<file path="src/rtl/simple_bfm_pkg.sv">
// Shared types and width defaults for the simple_bfm initiator/responder pair.
package simple_bfm_pkg;

  localparam int SIMPLE_BFM_DATA_W = 8;
  localparam int SIMPLE_BFM_CNT_W  = 16;

  typedef enum logic [1:0] {
    IDLE,
    WAIT,
    ACK
  } rsp_state_e;

endpackage

</file>
<file path="src/rtl/simple_bfm_rsp_if.sv">
// Handshake (req/data/ack) plus the captured-byte valid/ready stream.
// The master side is the initiator, which also consumes the stream.
interface simple_bfm_rsp_if #(
  parameter int DATA_W = 8
) ();

  logic              req;
  logic [DATA_W-1:0] data;
  logic              ack;
  logic              out_valid;
  logic [DATA_W-1:0] out_data;
  logic              out_ready;

  modport master (
    output req, data, out_ready,
    input  ack, out_valid, out_data
  );

  modport slave (
    input  req, data, out_ready,
    output ack, out_valid, out_data
  );

endinterface

</file>
<file path="src/rtl/simple_bfm_rsp_fifo.sv">
// Synchronous first-word fall-through FIFO buffering captured handshake bytes.
module simple_bfm_rsp_fifo #(
  parameter  int DATA_W     = 8,
  parameter  int FIFO_DEPTH = 4,
  localparam int AW         = $clog2(FIFO_DEPTH),
  localparam int LW         = AW + 1
) (
  input  logic              clk,
  input  logic              rst_n,
  input  logic              push,
  input  logic [DATA_W-1:0] push_data,
  input  logic              pop,
  output logic [DATA_W-1:0] head,
  output logic              full,
  output logic              empty,
  output logic [LW-1:0]     level
);

  logic [DATA_W-1:0] mem [FIFO_DEPTH];
  logic [AW-1:0]     wr_ptr;
  logic [AW-1:0]     rd_ptr;
  logic              do_push;
  logic              do_pop;

  assign empty   = (level == '0);
  assign full    = (level == LW'(FIFO_DEPTH));
  assign do_pop  = pop && !empty;
  // When full, a same-cycle pop frees the slot the push writes into.
  assign do_push = push && (!full || do_pop);
  assign head    = mem[rd_ptr];

  always_ff @(posedge clk) begin
    if (do_push) begin
      mem[wr_ptr] <= push_data;
    end
  end

  always_ff @(posedge clk or negedge rst_n) begin
    if (!rst_n) begin
      wr_ptr <= '0;
      rd_ptr <= '0;
      level  <= '0;
    end else begin
      if (do_push) begin
        wr_ptr <= wr_ptr + AW'(1);
      end
      if (do_pop) begin
        rd_ptr <= rd_ptr + AW'(1);
      end
      if (do_push && !do_pop) begin
        level <= level + LW'(1);
      end else if (do_pop && !do_push) begin
        level <= level - LW'(1);
      end
    end
  end

endmodule

</file>
<file path="src/rtl/simple_bfm_rsp.sv">
// Responder end of the simple_bfm four-phase handshake: programmable ack delay,
// capture FIFO with backpressure, and a valid/ready output stream.
module simple_bfm_rsp
  import simple_bfm_pkg::*;
#(
  parameter  int DATA_W     = SIMPLE_BFM_DATA_W,
  parameter  int FIFO_DEPTH = 4,
  parameter  int ACK_DLY    = 1,
  parameter  int CNT_W      = SIMPLE_BFM_CNT_W,
  localparam int LVL_W      = $clog2(FIFO_DEPTH) + 1,
  localparam int DLY_W      = (ACK_DLY > 2) ? $clog2(ACK_DLY - 1) : 1
) (
  input  logic                 clk,
  input  logic                 rst_n,
  simple_bfm_rsp_if.slave      bus,
  output logic [LVL_W-1:0]     fifo_level,
  output logic [CNT_W-1:0]     xfer_count,
  output logic                 protocol_err
);

  localparam int DLY_LOAD = (ACK_DLY > 1) ? (ACK_DLY - 2) : 0;

  rsp_state_e        state;
  logic [DLY_W-1:0]  dly_cnt;
  logic              ack_q;
  logic              push;
  logic              fifo_full;
  logic              fifo_empty;
  logic [DATA_W-1:0] fifo_head;

  // Capture happens on the same edge that registers ack high.
  assign push = bus.req &&
                (((state == IDLE) && !fifo_full && (ACK_DLY == 1)) ||
                 ((state == WAIT) && (dly_cnt == '0)));

  assign bus.ack       = ack_q;
  assign bus.out_valid = !fifo_empty;
  assign bus.out_data  = fifo_head;

  always_ff @(posedge clk or negedge rst_n) begin
    if (!rst_n) begin
      state        <= IDLE;
      dly_cnt      <= '0;
      ack_q        <= 1'b0;
      protocol_err <= 1'b0;
      xfer_count   <= '0;
    end else begin
      protocol_err <= 1'b0;
      if (push) begin
        xfer_count <= xfer_count + CNT_W'(1);
      end
      case (state)
        IDLE: begin
          // Full is judged on the registered level, so a same-edge pop does not help.
          if (bus.req && !fifo_full) begin
            if (ACK_DLY == 1) begin
              ack_q <= 1'b1;
              state <= ACK;
            end else begin
              dly_cnt <= DLY_W'(DLY_LOAD);
              state   <= WAIT;
            end
          end
        end
        WAIT: begin
          if (!bus.req) begin
            protocol_err <= 1'b1;
            state        <= IDLE;
          end else if (dly_cnt == '0) begin
            ack_q <= 1'b1;
            state <= ACK;
          end else begin
            dly_cnt <= dly_cnt - DLY_W'(1);
          end
        end
        ACK: begin
          if (!bus.req) begin
            ack_q <= 1'b0;
            state <= IDLE;
          end
        end
        default: begin
          ack_q <= 1'b0;
          state <= IDLE;
        end
      endcase
    end
  end

  simple_bfm_rsp_fifo #(
    .DATA_W     (DATA_W),
    .FIFO_DEPTH (FIFO_DEPTH)
  ) u_fifo (
    .clk       (clk),
    .rst_n     (rst_n),
    .push      (push),
    .push_data (bus.data),
    .pop       (bus.out_ready),
    .head      (fifo_head),
    .full      (fifo_full),
    .empty     (fifo_empty),
    .level     (fifo_level)
  );

endmodule
</file>
<file path="src/flat_wrapper.sv">
// flat-port wrapper written by rule: the top's interface ports become plain ports
module simple_bfm_rsp_flat import simple_bfm_pkg::*;
#(
  parameter  int DATA_W     = SIMPLE_BFM_DATA_W,
  parameter  int FIFO_DEPTH = 4,
  parameter  int ACK_DLY    = 1,
  parameter  int CNT_W      = SIMPLE_BFM_CNT_W,
  localparam int LVL_W      = $clog2(FIFO_DEPTH) + 1,
  localparam int DLY_W      = (ACK_DLY > 2) ? $clog2(ACK_DLY - 1) : 1
)
  (clk, rst_n, fifo_level, xfer_count, protocol_err, bus_req, bus_data, bus_out_ready, bus_ack, bus_out_valid, bus_out_data);
  simple_bfm_rsp_if #(.DATA_W(DATA_W)) bus_i ();
  input  logic clk;
  input  logic rst_n;
  output logic [LVL_W-1:0] fifo_level;
  output logic [CNT_W-1:0] xfer_count;
  output logic protocol_err;
  input wire logic [$bits(bus_i.req)-1:0] bus_req;
  input wire logic [$bits(bus_i.data)-1:0] bus_data;
  input wire logic [$bits(bus_i.out_ready)-1:0] bus_out_ready;
  output wire logic [$bits(bus_i.ack)-1:0] bus_ack;
  output wire logic [$bits(bus_i.out_valid)-1:0] bus_out_valid;
  output wire logic [$bits(bus_i.out_data)-1:0] bus_out_data;
  assign bus_i.req = bus_req;
  assign bus_i.data = bus_data;
  assign bus_i.out_ready = bus_out_ready;
  assign bus_ack = bus_i.ack;
  assign bus_out_valid = bus_i.out_valid;
  assign bus_out_data = bus_i.out_data;
  simple_bfm_rsp #(.DATA_W(DATA_W), .FIFO_DEPTH(FIFO_DEPTH), .ACK_DLY(ACK_DLY), .CNT_W(CNT_W)) u_core (.clk(clk), .rst_n(rst_n), .bus(bus_i), .fifo_level(fifo_level), .xfer_count(xfer_count), .protocol_err(protocol_err));
endmodule
</file>
<file path="config.mk">
export PLATFORM = sky130hd
export DESIGN_NAME = simple_bfm_rsp_flat
export DESIGN_NICKNAME = d
export VERILOG_FILES = /design/src/rtl/simple_bfm_pkg.sv /design/src/rtl/simple_bfm_rsp_if.sv /design/src/rtl/simple_bfm_rsp_fifo.sv /design/src/rtl/simple_bfm_rsp.sv /design/src/flat_wrapper.sv
export SDC_FILE = /design/constraint.sdc
export NUM_CORES = 1
export LEC_CHECK = 0
export BUFFER_PORTS_ARGS = -buffer_cell sky130_fd_sc_hd__buf_2
export CAP_MARGIN = 30
export CORE_ASPECT_RATIO = 0.5
export CORE_MARGIN = 1
export CORE_UTILIZATION = 59
export DETAILED_ROUTE_END_ITERATION = 10
export PLACE_DENSITY = 0.88
export RECOVER_POWER = 100
export SLEW_MARGIN = 20
export SYNTH_ARGS = -nofsm -noshare
export SYNTH_HDL_FRONTEND = slang
export SYNTH_HIERARCHICAL = 1
export SYNTH_SLANG_ARGS = --single-unit
</file>
<file path="constraint.sdc">
create_clock -name clk -period 4.4 [get_ports clk]
set_input_delay 0.66 -clock clk [delete_from_list [all_inputs] [get_ports clk]]
set_output_delay 0.66 -clock clk [all_outputs]
set_load 0.02 [all_outputs]
</file>
After elaboration in Yosys (flattened, before gate mapping). Memory sizes are Yosys's and may differ from the RTL's. Cells that the tools add are included. W data, S select, Z words.

RAM bits: 32. Input bits: 12. Memory bits (read-only): 0. Output and inout port bits: 30. Bits in latches: 0. Logic and storage cells: 61. Bits in registers: 28. Memories kept: 1.

Shift-type cells: 0. Divide/modulo/power cells: 0. Order comparisons: 0. Equality and inequality tests: 8. Bitwise operators: 1. Multiplexer cells: 17. Add/sub/neg operators: 6. $mul: 0. Reduce and logical (&&, ||, !) cells: 20.

Memories: u_core.u_fifo.mem (depth 4, bits a word 8, rd ports 1, clocked after memory_dff 0, write ports 1, line simple_bfm_rsp_fifo.sv:19) `logic [DATA_W-1:0] mem [FIFO_DEPTH];`.

Operators with widths (number): $add A16 B1 Y16 const B (1); $mux W1 (9); $logic_and A1 B1 Y1 (8); $mux W2 (4); $ne A2 B2 Y1 const B (4); $mux W3 (2); $pmux W2 S3 (1); $add A2 B1 Y2 const B (2); $logic_not A1 Y1 (4); $reduce_and A4 Y1 (1); $add A3 B1 Y3 const B (1); $eq A3 B3 Y1 const B (1); $logic_not A3 Y1 (1); $ne A3 B3 Y1 const B (1); $pmux W1 S3 (1); $reduce_and A3 Y1 (1); $sub A3 B1 Y3 const B (1); $eq A2 B1 Y1 const B (1); $eq A2 B2 Y1 const B (1); $logic_not A2 Y1 (1); $logic_or A1 B1 Y1 (2); $reduce_and A2 Y1 (1); $reduce_bool A2 Y1 (1); $not A1 Y1 (1); $sub A1 B1 Y1 const B (1).

Depth between registers and ports, before layout.
Depth in word-level cells: 10. Mapped depth: 9.

Modules after synthesis. The synthesis kept the hierarchy.

Modules (own cells, without submodules): simple_bfm_rsp_fifo (instances 1, sequential area each 1136.1 um^2, cells an instance 77, area an instance 1591.5 um^2); simple_bfm_rsp (instances 1, sequential area each 425.4 um^2, cells an instance 61, area an instance 768.2 um^2).

Least setup slack after synthesis. OpenSTA, ideal clock, no wires.

Path type: register -> register. Start: register u_core.u_fifo.level[2]. End: register u_core.u_fifo.level[2]. Data arrival time: 2.262 ns. Setup slack: 2.058 ns. Data required time: 4.320 ns. Stages on the path, launching flop included: 10. Path buffers: 0. Path through: dfrtp_1 nor3b_4 nor3b_4 a21boi_4 ha_1 inv_1 fa_1 xor2_1 nor2_1 xor2_1.

Longest elaborated chain between the ends: 9. Elaborated cells between the ends (all ways): 19. Classes of those cells: add/sub: 2; eq/ne: 1; mux: 2; reduce/logical: 14.

Ends and longest elaborated chain: from (decl) (line simple_bfm_rsp_fifo.sv:16) `output logic [LW-1:0] level`; from (signal assigned) (line simple_bfm_rsp_fifo.sv:51) `level <= level + LW'(1);`; from (signal assigned) (line simple_bfm_rsp_fifo.sv:53) `level <= level - LW'(1);`; $eq A3 B3 Y1 (*) (line simple_bfm_rsp_fifo.sv:26) `assign full = (level == LW'(FIFO_DEPTH));`; net u_core.fifo_full (line simple_bfm_rsp.sv:27) `logic fifo_full;`; $logic_not A1 Y1 (*) (line simple_bfm_rsp.sv:33) `(((state == IDLE) && !fifo_full && (ACK_DLY == 1)) ||`; $logic_and A1 B1 Y1 (*) (line simple_bfm_rsp.sv:33); $logic_or A1 B1 Y1 (*) (line simple_bfm_rsp.sv:33); $logic_and A1 B1 Y1 (*) (line simple_bfm_rsp.sv:32) `assign push = bus.req &&`; net u_core.push (line simple_bfm_rsp.sv:26) `logic push;`; $logic_and A1 B1 Y1 (*) (line simple_bfm_rsp_fifo.sv:29) `assign do_push = push && (!full || do_pop);`; net u_core.u_fifo.do_push (line simple_bfm_rsp_fifo.sv:22) `logic do_push;`; $logic_not A1 Y1 (line simple_bfm_rsp_fifo.sv:52) `end else if (do_pop && !do_push) begin`; $logic_and A1 B1 Y1 (line simple_bfm_rsp_fifo.sv:52); $reduce_bool A2 Y1 (no source line).

The timed path passes the listed nets; every way through them passes the cells marked *. The select of a mux whose other input is x is not followed. A chain may end at the register's enable or synchronous reset.

Worst setup path in the final report. Same ends and word-level chain as after synthesis.

==> metrics.md <==
| Metric | Value |
|---|---|
| Yosys warning count | 6 |
| Placer Congestion | 0.7350 |
| Mapped Cells | 138 |
| DRT antenna net count | 0 |
| # DRC | 0 |
| Iteration-0 DRC Markers | 27 |
| Setup bufs post-CTS | 0 |
| Commonest non-fill, non-tap cell in the layout | clkbuf_1 |
| Final-stage net count | 200 |
| Clk sinks | 56 |
| Reg2Reg Setup Slack | 1.48 ns |
| RSZ-0062 raised after global routing | no |
| Peak supply drop | 0.3385 mV |
| CTS clk-pin slew, worst paths | 0.10 ns |
| 1st-pass router iterations | 4 |
| Mean Syn Cell Area | 17.10 um2 |
| Vias in the first global route | 1212 |
| Critical path peak fanout | 8 |
| Clk root buf | clkbuf_8 |
| # setup viols final | 0 |
| Simple-Gate Fraction of Synth Area | 9.226% |
| Max-cap violations | 0 |
| Synth Register Bits | 56 |
| Req. time, crit path | 4.64 ns |
| Clock Skew | 0.007899 ns |
| Adder-cell share of the synthesized area | 4.030% |
| Grt total ovfl | 0 |
| Largest net degree at the start of global routing | 25 |
| Worst slew pin tran | 1.304 ns |
| Synth cell types | 31 |
| Layout cells sized above 1 | 12.09% |
| CP bufs+invs | 1 |
| Area of the multi-input gates | 714.4 um2 |
| Final Hold Vio Count | 0 |
| Die ar. | 4272 um2 |
| Area grow syn2layout | 10.55% |
| Critical setup path kind | register to register |
| Max incr delay on CP | 0.74 ns |
| Mux share of post-synthesis cell area | 9.226% |
| Num CTS Buffers | 5 |
| Hold slack | 0.4778 ns |
| Fmax | 0.3421 GHz |
| Leak | 0.9874 nW |
| Wire length of the first global-routing pass | 5961 um |
| Post-synthesis compound-gate area fraction | 1.113% |
| Die width | 91.44 um |
| Highest-delay cell along the critical path | nor3b_1 |
| I/O pins | 42 |
| Via density | 5.266 |
| Die H | 46.72 um |
| Setup TNS | 0 ns |
| Critical path's top delay family | simple AND/OR/NAND/NOR gates |
| Startpoint Class | register |
| DP Wirelength | 2620 um |
| Crit-path cells | nor3b_1 -> nor3b_1 -> a21boi_4 -> ha_1 -> inv_1 -> fa_1 -> xor2_1 -> nor2_1 -> xor2_1 |
| Hold Buf Count CTS | 0 |
| CTS-repair resized insts | 0 |
| Fin crit share | 66.44% |
| Pwr dens | 592.8 nW/um2 |
| Power Total | 0.001547 W |
| Most frequent cells in the layout | clkbuf_1 (38), edfxtp_1 (32), dfrtp_1 (24) |
| CTS H-tree depth | 2 |
| Seq/Total Area, Yosys | 66.17% |
| Crit path DAT | 3.16 ns |
| All-Layer GR Usage | 19.83% |
| Max-slew violation count | 0 |
| Slew HR | 13.09% |
| Initial antenna violation count | 0 |
| Fill count | 251 |
| # diodes | 0 |
| Outcome | completed |
| Post-synthesis xor/xnor area fraction | 8.112% |
| Min Tclk post-route | 2.923 ns |
| Post-Route WL | 3705 um |
| IO buf count | 40 |
| Sequential Area | 1562 um2 |
| Endpoint class of the critical path | register |
| Vias | 1227 |
| Main combinational cell family by area after synthesis | simple AND/OR/NAND/NOR gates |
| Initial Utilization | 65.15% |
| Row cnt | 15 |
| Core Area | 3622 um2 |
| DR WL/cell | 15.90 um |
| Net count after synthesis | 157 |
| Netlist Area Pre-Place | 2360 um2 |
| Hold crit path type | register to register |
| Worst skew pair latency | 0.31 ns |
| Maximum clock insertion buffer count | 2 |
| CTS tree | yes |
## metal layers
layer / track usage (%) / routed length (um) / up-vias
met1: 26.96 / 1786 / 611
met4: 9.206 / 29 / 0
met5: 0 / 0 / -
met2: 32.03 / 1775 / 28
li1: - / - / 585
met3: 4.455 / 113 / 3
## report_power, final
part | leakage [nW] | internal (W) | switching, W
Combinational | 0.344 | 0.000206 | 0.000275
Sequential | 0.598 | 0.000657 | 0.000119
Clock | 0.0452 | 0.000116 | 0.000174
## logic make-up (layout without fill, tap and decap cells)
kind of cell / Yosys count / after routing
AOI/OAI and AO/OA: 2 / 2
xor gates and xnor gates: 21 / 21
adders and majority gates: 7 / 7
buffers and inverters: 10 / 54
DFF: 56 / 56
muxes: 11 / 11
other: 1 / 1
and+or+nand+nor: 30 / 30
## cell usage after synthesis
cell type  number  area, um2
mux4_2          8      180.2
nor3_1          1      5.000
mux2_2          2      22.52
and4_1          4      35.03
edfxtp_1       32      960.9
xor2_1          5      43.79
a21boi_0        1      7.510
buf_4           2      15.01
nand2_1         4      15.01
nand3b_1        1      7.510
fa_1            1      20.02
and2_2          4      30.03
nor3b_4         2      37.54
conb_1          1      3.750
nor2_1          1      3.750
buf_2           1      5.000
nand3_1         3      15.01
dfrtp_1        24      600.6
mux2_4          1      15.01
and3_1          2      12.51
xnor2_1        15      131.4
clkbuf_1        1      3.750
xor2_2          1      16.27
ha_1            6      75.07
and3_2          1      7.510
a21boi_4        1      18.77
and3_4          1      11.26
nand4_1         4      25.02
inv_1           6      22.52
and2_1          1      6.260
nand2b_1        1      6.260
## final timing paths
check                                       start                     end  depth (start not counted)
hold / removal              u_core/xfer_count[15]   u_core/xfer_count[15]                          1
setup reg to reg           u_core/u_fifo/level[2]  u_core/u_fifo/level[2]                          9
min in group asynchronous                   rst_n    u_core/xfer_count[1]                          1
max in group asynchronous                   rst_n  u_core/u_fifo/level[1]                          1
hold reg to reg             u_core/xfer_count[15]   u_core/xfer_count[15]                          1
setup / recovery           u_core/u_fifo/level[2]  u_core/u_fifo/level[2]                          9
## sequential cells by signal, summed over array words and instances, names as in the netlist
signal                count
u_core/u_fifo/mem        32
u_core/xfer_count        16
u_core/u_fifo/level       3
u_core/u_fifo/rd_ptr      2
u_core/u_fifo/wr_ptr      2
u_core/bus.ack            1
## layout make-up
cell class | instances | share of cell area [%]
repair buffers | 40 | 5.851
flip-flops and latches | 56 | 59.86
clock buffers | 5 | 2.638
well taps | 51 | 2.446
inverters | 6 | 0.8633
clock inverters | 3 | 0.9592
multi-input cells | 72 | 27.39
## through the flow
| step | util, % | worst slack [ns] | instance area, um2 | instances |
|---|---|---|---|---|
| floorplan | - | 2.058 | 2360 | 138 |
| global placement | 71.78 | 1.926 | 2600 | 225 |
| detailed placement | 71.78 | 1.810 | 2600 | 225 |
| CTS | 74.37 | 1.882 | 2694 | 233 |
| global route | 72.02 | 1.185 | 2609 | 233 |
| finish | 72.02 | 1.477 | 2609 | 233 |
Note: power is estimated with default switching activity, not from simulation.
